===== src/rtl/pwm_capture.sv =====
// rtl/pwm_capture.sv - PWM duty/period/high-time capture with stuck-input timeout
//
// Measures an asynchronous PWM input in prescaled ticks (one tick every
// CLK_DIV+1 clocks) and reports the high time, the period between rising edges
// and an 8-bit duty code. If no edge is seen for TIMEOUT ticks, the input is
// reported as stuck at its current level.
//
// Ports:
//   clk          clock
//   rst_n        asynchronous active-low reset
//   en           capture enable (level); low forces IDLE and clears counters
//   pwm_in       asynchronous PWM input
//   duty         min(high_time, 255), or 8'h00/8'hFF when stuck
//   period       ticks between the last two rising edges
//   high_time    ticks the input was high during that period
//   meas_valid   one-cycle strobe whenever duty/period/high_time update
//   stuck        no edge for TIMEOUT ticks
//   stuck_level  synchronized input level when stuck was declared

module pwm_capture #(
  parameter int CLK_DIV = 12,
  parameter int CNT_W   = 10,
  parameter int TIMEOUT = 512
) (
  input  logic             clk,
  input  logic             rst_n,
  input  logic             en,
  input  logic             pwm_in,
  output logic [7:0]       duty,
  output logic [CNT_W-1:0] period,
  output logic [CNT_W-1:0] high_time,
  output logic             meas_valid,
  output logic             stuck,
  output logic             stuck_level
);

  localparam int                 DIV_W   = $clog2(CLK_DIV + 2);
  localparam logic [DIV_W-1:0]   DIV_MAX = DIV_W'(CLK_DIV);
  localparam logic [CNT_W-1:0]   CNT_MAX = {CNT_W{1'b1}};
  localparam logic [CNT_W-1:0]   TO_VAL  = CNT_W'(TIMEOUT);
  localparam logic [CNT_W-1:0]   DUTY_MAX = CNT_W'(255);

  typedef enum logic [1:0] {
    IDLE    = 2'd0,
    ARM     = 2'd1,
    MEASURE = 2'd2
  } state_t;

  state_t state, state_nxt;

  logic             s1, s2, s_prev;
  logic             rise, fall, any_edge;
  logic [DIV_W-1:0] div_cnt;
  logic             tick;
  logic [CNT_W-1:0] period_cnt, high_cnt, age_cnt;
  logic             timeout_hit;

  // Two-flop synchronizer plus a delayed copy for edge detection.
  always_ff @(posedge clk or negedge rst_n) begin
    if (!rst_n) begin
      s1     <= 1'b0;
      s2     <= 1'b0;
      s_prev <= 1'b0;
    end else begin
      s1     <= pwm_in;
      s2     <= s1;
      s_prev <= s2;
    end
  end

  assign rise     = s2 & ~s_prev;
  assign fall     = ~s2 & s_prev;
  assign any_edge = rise | fall;

  // Prescaler: free-running only while enabled so ticks restart cleanly.
  always_ff @(posedge clk or negedge rst_n) begin
    if (!rst_n) begin
      div_cnt <= '0;
    end else if (!en || div_cnt == DIV_MAX) begin
      div_cnt <= '0;
    end else begin
      div_cnt <= div_cnt + 1'b1;
    end
  end

  assign tick = en && (div_cnt == DIV_MAX);

  // Fires once: stuck=1 blocks re-arming until an edge clears it, and an
  // edge in the same cycle always wins over the timeout.
  assign timeout_hit = en && (state != IDLE) && (age_cnt == TO_VAL) &&
                       !stuck && !any_edge;

  always_ff @(posedge clk or negedge rst_n) begin
    if (!rst_n) begin
      state <= IDLE;
    end else begin
      state <= state_nxt;
    end
  end

  always_comb begin
    state_nxt = state;
    if (!en) begin
      state_nxt = IDLE;
    end else begin
      case (state)
        IDLE:    state_nxt = ARM;
        ARM:     if (rise) state_nxt = MEASURE;
        MEASURE: if (timeout_hit) state_nxt = ARM;
        default: state_nxt = IDLE;
      endcase
    end
  end

  always_ff @(posedge clk or negedge rst_n) begin
    if (!rst_n) begin
      period_cnt  <= '0;
      high_cnt    <= '0;
      age_cnt     <= '0;
      duty        <= '0;
      period      <= '0;
      high_time   <= '0;
      meas_valid  <= 1'b0;
      stuck       <= 1'b0;
      stuck_level <= 1'b0;
    end else begin
      meas_valid <= 1'b0;
      if (!en || state == IDLE) begin
        // Reported values hold; only the running counters are dropped.
        period_cnt <= '0;
        high_cnt   <= '0;
        age_cnt    <= '0;
        stuck      <= 1'b0;
      end else begin
        if (any_edge) begin
          age_cnt <= '0;
          stuck   <= 1'b0;
        end else if (tick && age_cnt != TO_VAL) begin
          age_cnt <= age_cnt + 1'b1;
        end

        if (timeout_hit) begin
          stuck       <= 1'b1;
          stuck_level <= s2;
          duty        <= s2 ? 8'hFF : 8'h00;
          period      <= '0;
          high_time   <= '0;
          meas_valid  <= 1'b1;
        end

        case (state)
          ARM: begin
            if (rise) begin
              period_cnt <= '0;
              high_cnt   <= '0;
            end
          end
          MEASURE: begin
            if (rise) begin
              period     <= period_cnt;
              high_time  <= high_cnt;
              duty       <= (high_cnt > DUTY_MAX) ? 8'hFF : high_cnt[7:0];
              meas_valid <= 1'b1;
              period_cnt <= '0;
              high_cnt   <= '0;
            end else if (tick) begin
              if (period_cnt != CNT_MAX) period_cnt <= period_cnt + 1'b1;
              if (s2 && high_cnt != CNT_MAX) high_cnt <= high_cnt + 1'b1;
            end
          end
          default: begin
          end
        endcase
      end
    end
  end

endmodule


===== config.mk =====
export PLATFORM = sky130hd
export DESIGN_NAME = pwm_capture
export DESIGN_NICKNAME = d
export VERILOG_FILES = /design/src/rtl/pwm_capture.sv
export SDC_FILE = /design/constraint.sdc
export NUM_CORES = 1
export LEC_CHECK = 0
export ABC_AREA = 1
export BUFFER_PORTS_ARGS = -buffer_cell sky130_fd_sc_hd__buf_2
export CORE_MARGIN = 3
export CORE_UTILIZATION = 35
export DETAILED_ROUTE_END_ITERATION = 12
export SLEW_MARGIN = 20
export SYNTH_ARGS = -nofsm -noshare
export SYNTH_HDL_FRONTEND = slang
export SYNTH_SLANG_ARGS = --single-unit
export TNS_END_PERCENT = 20

===== constraint.sdc =====
create_clock -name clk -period 4.5 [get_ports clk]
set_input_delay 0.225 -clock clk [delete_from_list [all_inputs] [get_ports clk]]
set_output_delay 0.225 -clock clk [all_outputs]
set_load 0.02 [all_outputs]

==> results_dict.tcl <==
set metrics [dict create \
    first_pass_iters 5 \
    grt_pass1_vias 3110 \
    powerDensity_nw_per_um2 384.1 \
    place.gp.congestion 0.8397 \
    die_w_um 110.8 \
    cts.clk_slew.worst_paths_ns 0.07 \
    drive_above_1_share_pct 18.51 \
    route.detailed.drc 0 \
    seq_area_sq_um 1752 \
    start_util_pct 36.60 \
    synth_warnings 0 \
    crit_required_ns 4.70 \
    worst_pin_slew_ns 0.8846 \
    clock-sinks 70 \
    critPathMaxFanout 40 \
    place_ws_ns 1.803 \
    post-cts-setup-buffers 0 \
    synth_largest_area_cell "dfrtp_1" \
    finClkSkew_ns 0.008307 \
    cts_resized 0 \
    cts_buffer_depth 2 \
    clock_power_share_pct 38.1 \
    setup_viol 0 \
    overflow 0 \
    drv_slew 0 \
    rsz0062_at_grt "no" \
    cts_inserted_buffers 9 \
    r2r_setup_slack_ns 2.16 \
    nFillCells 1061 \
    pin_count 35 \
    vias 3333 \
    power.total_w 0.001682 \
    min_path_type "in -> reg" \
    drv_cap 0 \
    num-nets-final 530 \
    utilization_pct 41.66 \
    path_delay_family "simple AND/OR/NAND/NOR gates" \
    mostFrequentLayoutCells "nand2_1, dfrtp_1, nand3_1, inv_1, nor2_1" \
    endpoint_kind "register" \
    crit_buf_inv 1 \
    grt_max_degree 47 \
    critical_path_class "reg -> reg" \
    top_layer_used "met4" \
    avgRoutedWirePerCell_um 13.38 \
    wl_met3_um 415 \
    portBuffers 34 \
    synth_nets 497 \
    tns_ns 0 \
    antenna_found_initial 0 \
    cts-root-buf "clkbuf_8" \
    dp_hpwl_um 6294 \
    dieArea_sq_um 12280 \
    syn_area_sq_um 3846 \
    placed_cells 642 \
    ys_seq_area_share_pct 45.54 \
    yosys-top-cells-area "dfrtp_1, nand2_1, nand3_1" \
    wl_met1_um 4192 \
    fin_cells 660 \
    cts.htree.levels 3 \
    maxSlewHeadroom_pct 40.88 \
    min_period_ns 2.341 \
    grtUsageTotal_pct 14.61 \
    status "finished, final reports clean" \
    cts_tree "done" \
    first_iter_violations 174 \
    ys_ff_latch 70 \
    vias_per_cell 5.050 \
    insertion_delay_ns 0.35 \
    swShare_pct 30.58 \
    wl_met2_um 4142 \
    coreArea_sq_um 10510 \
    synthCells 486 \
    finalCritPeriodShare_pct 52.02 \
    hold_viol_final 0 \
    slowest_stage "nand2_2" \
    rows 37 \
    slowest_delay_ns 0.44 \
    die_h_um 110.8 \
    wirelength_um 8831 \
    fmax_mhz 427.2 \
    finalWorstSetupSlack_ns 2.159 \
    cellLeakagePower_nw 2.096 \
    path_cells "ha_1 > inv_1 > nor2_1 > nand2_2 > nand3_1 > o21ai_0" \
    pwr-share-seq_pct 42.5 \
    cellInternalPower_w 0.001167 \
    max-vdd-ir-drop_mv 0.2043 \
    synth.distinct_cells 35 \
    critPathArrivalTime_ns 2.54 \
    setup.worst_path.start_class "register" \
    syn_avg_cell_area_sq_um 7.914 \
    synth.top_cell.area_share_pct 45.54 \
    antenna_left 0 \
    mostFrequentLayoutCell "nand2_1" \
    p_comb_share_pct 19.3 \
    grt_pass1_wl_um 14820 \
    diodes 0 \
    areaGrowthSynthToFinish_pct 13.83 \
    p_switching_w 0.0005142 \
    multi_input_area_sq_um 1769 \
]
## worst paths after layout
check | start | end | cells past startpoint
worst max register to register | s2 | high_time[5] | 6
worst min-delay path | en | state[1] | 3
max in group asynchronous | rst_n | high_cnt[8] | 3
worst max-delay path | s2 | high_time[5] | 6
worst min register to register | s1 | s2 | 0
min in group asynchronous | rst_n | age_cnt[1] | 2
## final cells by class
type / instances / share of cell area [%]
clock inverters: 5 / 2.401
flip-flops and latches: 70 / 40.01
multi-input cells: 339 / 40.41
repair buffers: 37 / 4.516
inverters: 62 / 5.316
clock buffers: 11 / 3.458
well taps: 136 / 3.887
## Yosys cell counts
| cell | count |
|---|---|
| nand2_4 | 1 |
| clkbuf_1 | 5 |
| nand3_4 | 1 |
| nand3b_1 | 1 |
| nand2_2 | 5 |
| nand4_1 | 13 |
| buf_12 | 1 |
| buf_2 | 6 |
| nor3_4 | 1 |
| nor2_1 | 41 |
| a21oi_4 | 1 |
| o21ai_1 | 4 |
| a41oi_1 | 1 |
| inv_1 | 53 |
| o21a_1 | 1 |
| o31ai_1 | 1 |
| o21ai_2 | 15 |
| nor3_1 | 9 |
| nand2_1 | 110 |
| ha_1 | 7 |
| buf_1 | 1 |
| nor2_2 | 2 |
| xor2_1 | 4 |
| nand3_2 | 2 |
| o21ai_0 | 29 |
| a21oi_1 | 16 |
| nand3b_2 | 1 |
| dfrtp_1 | 70 |
| nand3_1 | 65 |
| buf_6 | 2 |
| xnor2_1 | 1 |
| nor3_2 | 1 |
| or2_2 | 1 |
| nor2_4 | 5 |
| inv_2 | 9 |
## per-layer routing
metal,global-route usage [%],vias to the layer above
li1,-,1656
met1,19.34,1586
met2,23.26,84
met3,3.330,7
met4,5.665,0
met5,0,-
## stage by stage
step / cell area (sq um) / hold WS (ns)
2_1_floorplan: 3846 / -0.07059
3_3_place_gp: 4099 / 0.2305
3_5_place_dp: 4099 / 0.2314
4_1_cts: 4375 / 0.2490
5_1_grt: 4378 / 0.2749
6_report: 4378 / 0.2757
## power groups by stage
stage	logic (W)	clock network, W	registers [W]
4_1_cts	0.000329	0.000656	0.000716
6_report	0.000325	0.000641	0.000715
3_3_place_gp	0.000321	0	0.000727
3_5_place_dp	0.000327	0	0.000728
2_1_floorplan	0.000199	0	0.000769
5_1_grt	0.000365	0.000680	0.000724
## kinds of logic (layout without fill, tap and decap cells)
family / after synthesis / count (layout) / synth area share (%)
simple gates: 259 / 259 / 31.69
buf+inv: 77 / 115 / 8.523
flops: 70 / 70 / 45.54
compound gates: 68 / 68 / 10.83
fa+ha+maj: 7 / 7 / 2.277
xor+xnor: 5 / 5 / 1.139
## worst register-to-register path: cells and delay by family (launching register included)
| family | cells | cell delay, ns |
|---|---|---|
| buf+inv | 1 | 0.32 |
| compound gates | 1 | 0.10 |
| simple gates | 3 | 0.97 |
| flops | 1 | 0.40 |
| fa+ha+maj | 1 | 0.40 |
## flip-flops by register name, summed over array words and instances, names as in the netlist
name         flops
age_cnt         10
high_cnt        10
high_time       10
period          10
period_cnt      10
duty             8
div_cnt          4
state            2
meas_valid       1
s1               1
s2               1
s_prev           1
stuck            1
stuck_level      1
## timing repair
item | CTS | global route
endpoints found under the hold margin | 25 | 0
setup endpoints to repair | 0 | 0
hold buffers | 2 | 0
(Power assumes the default switching activity.)
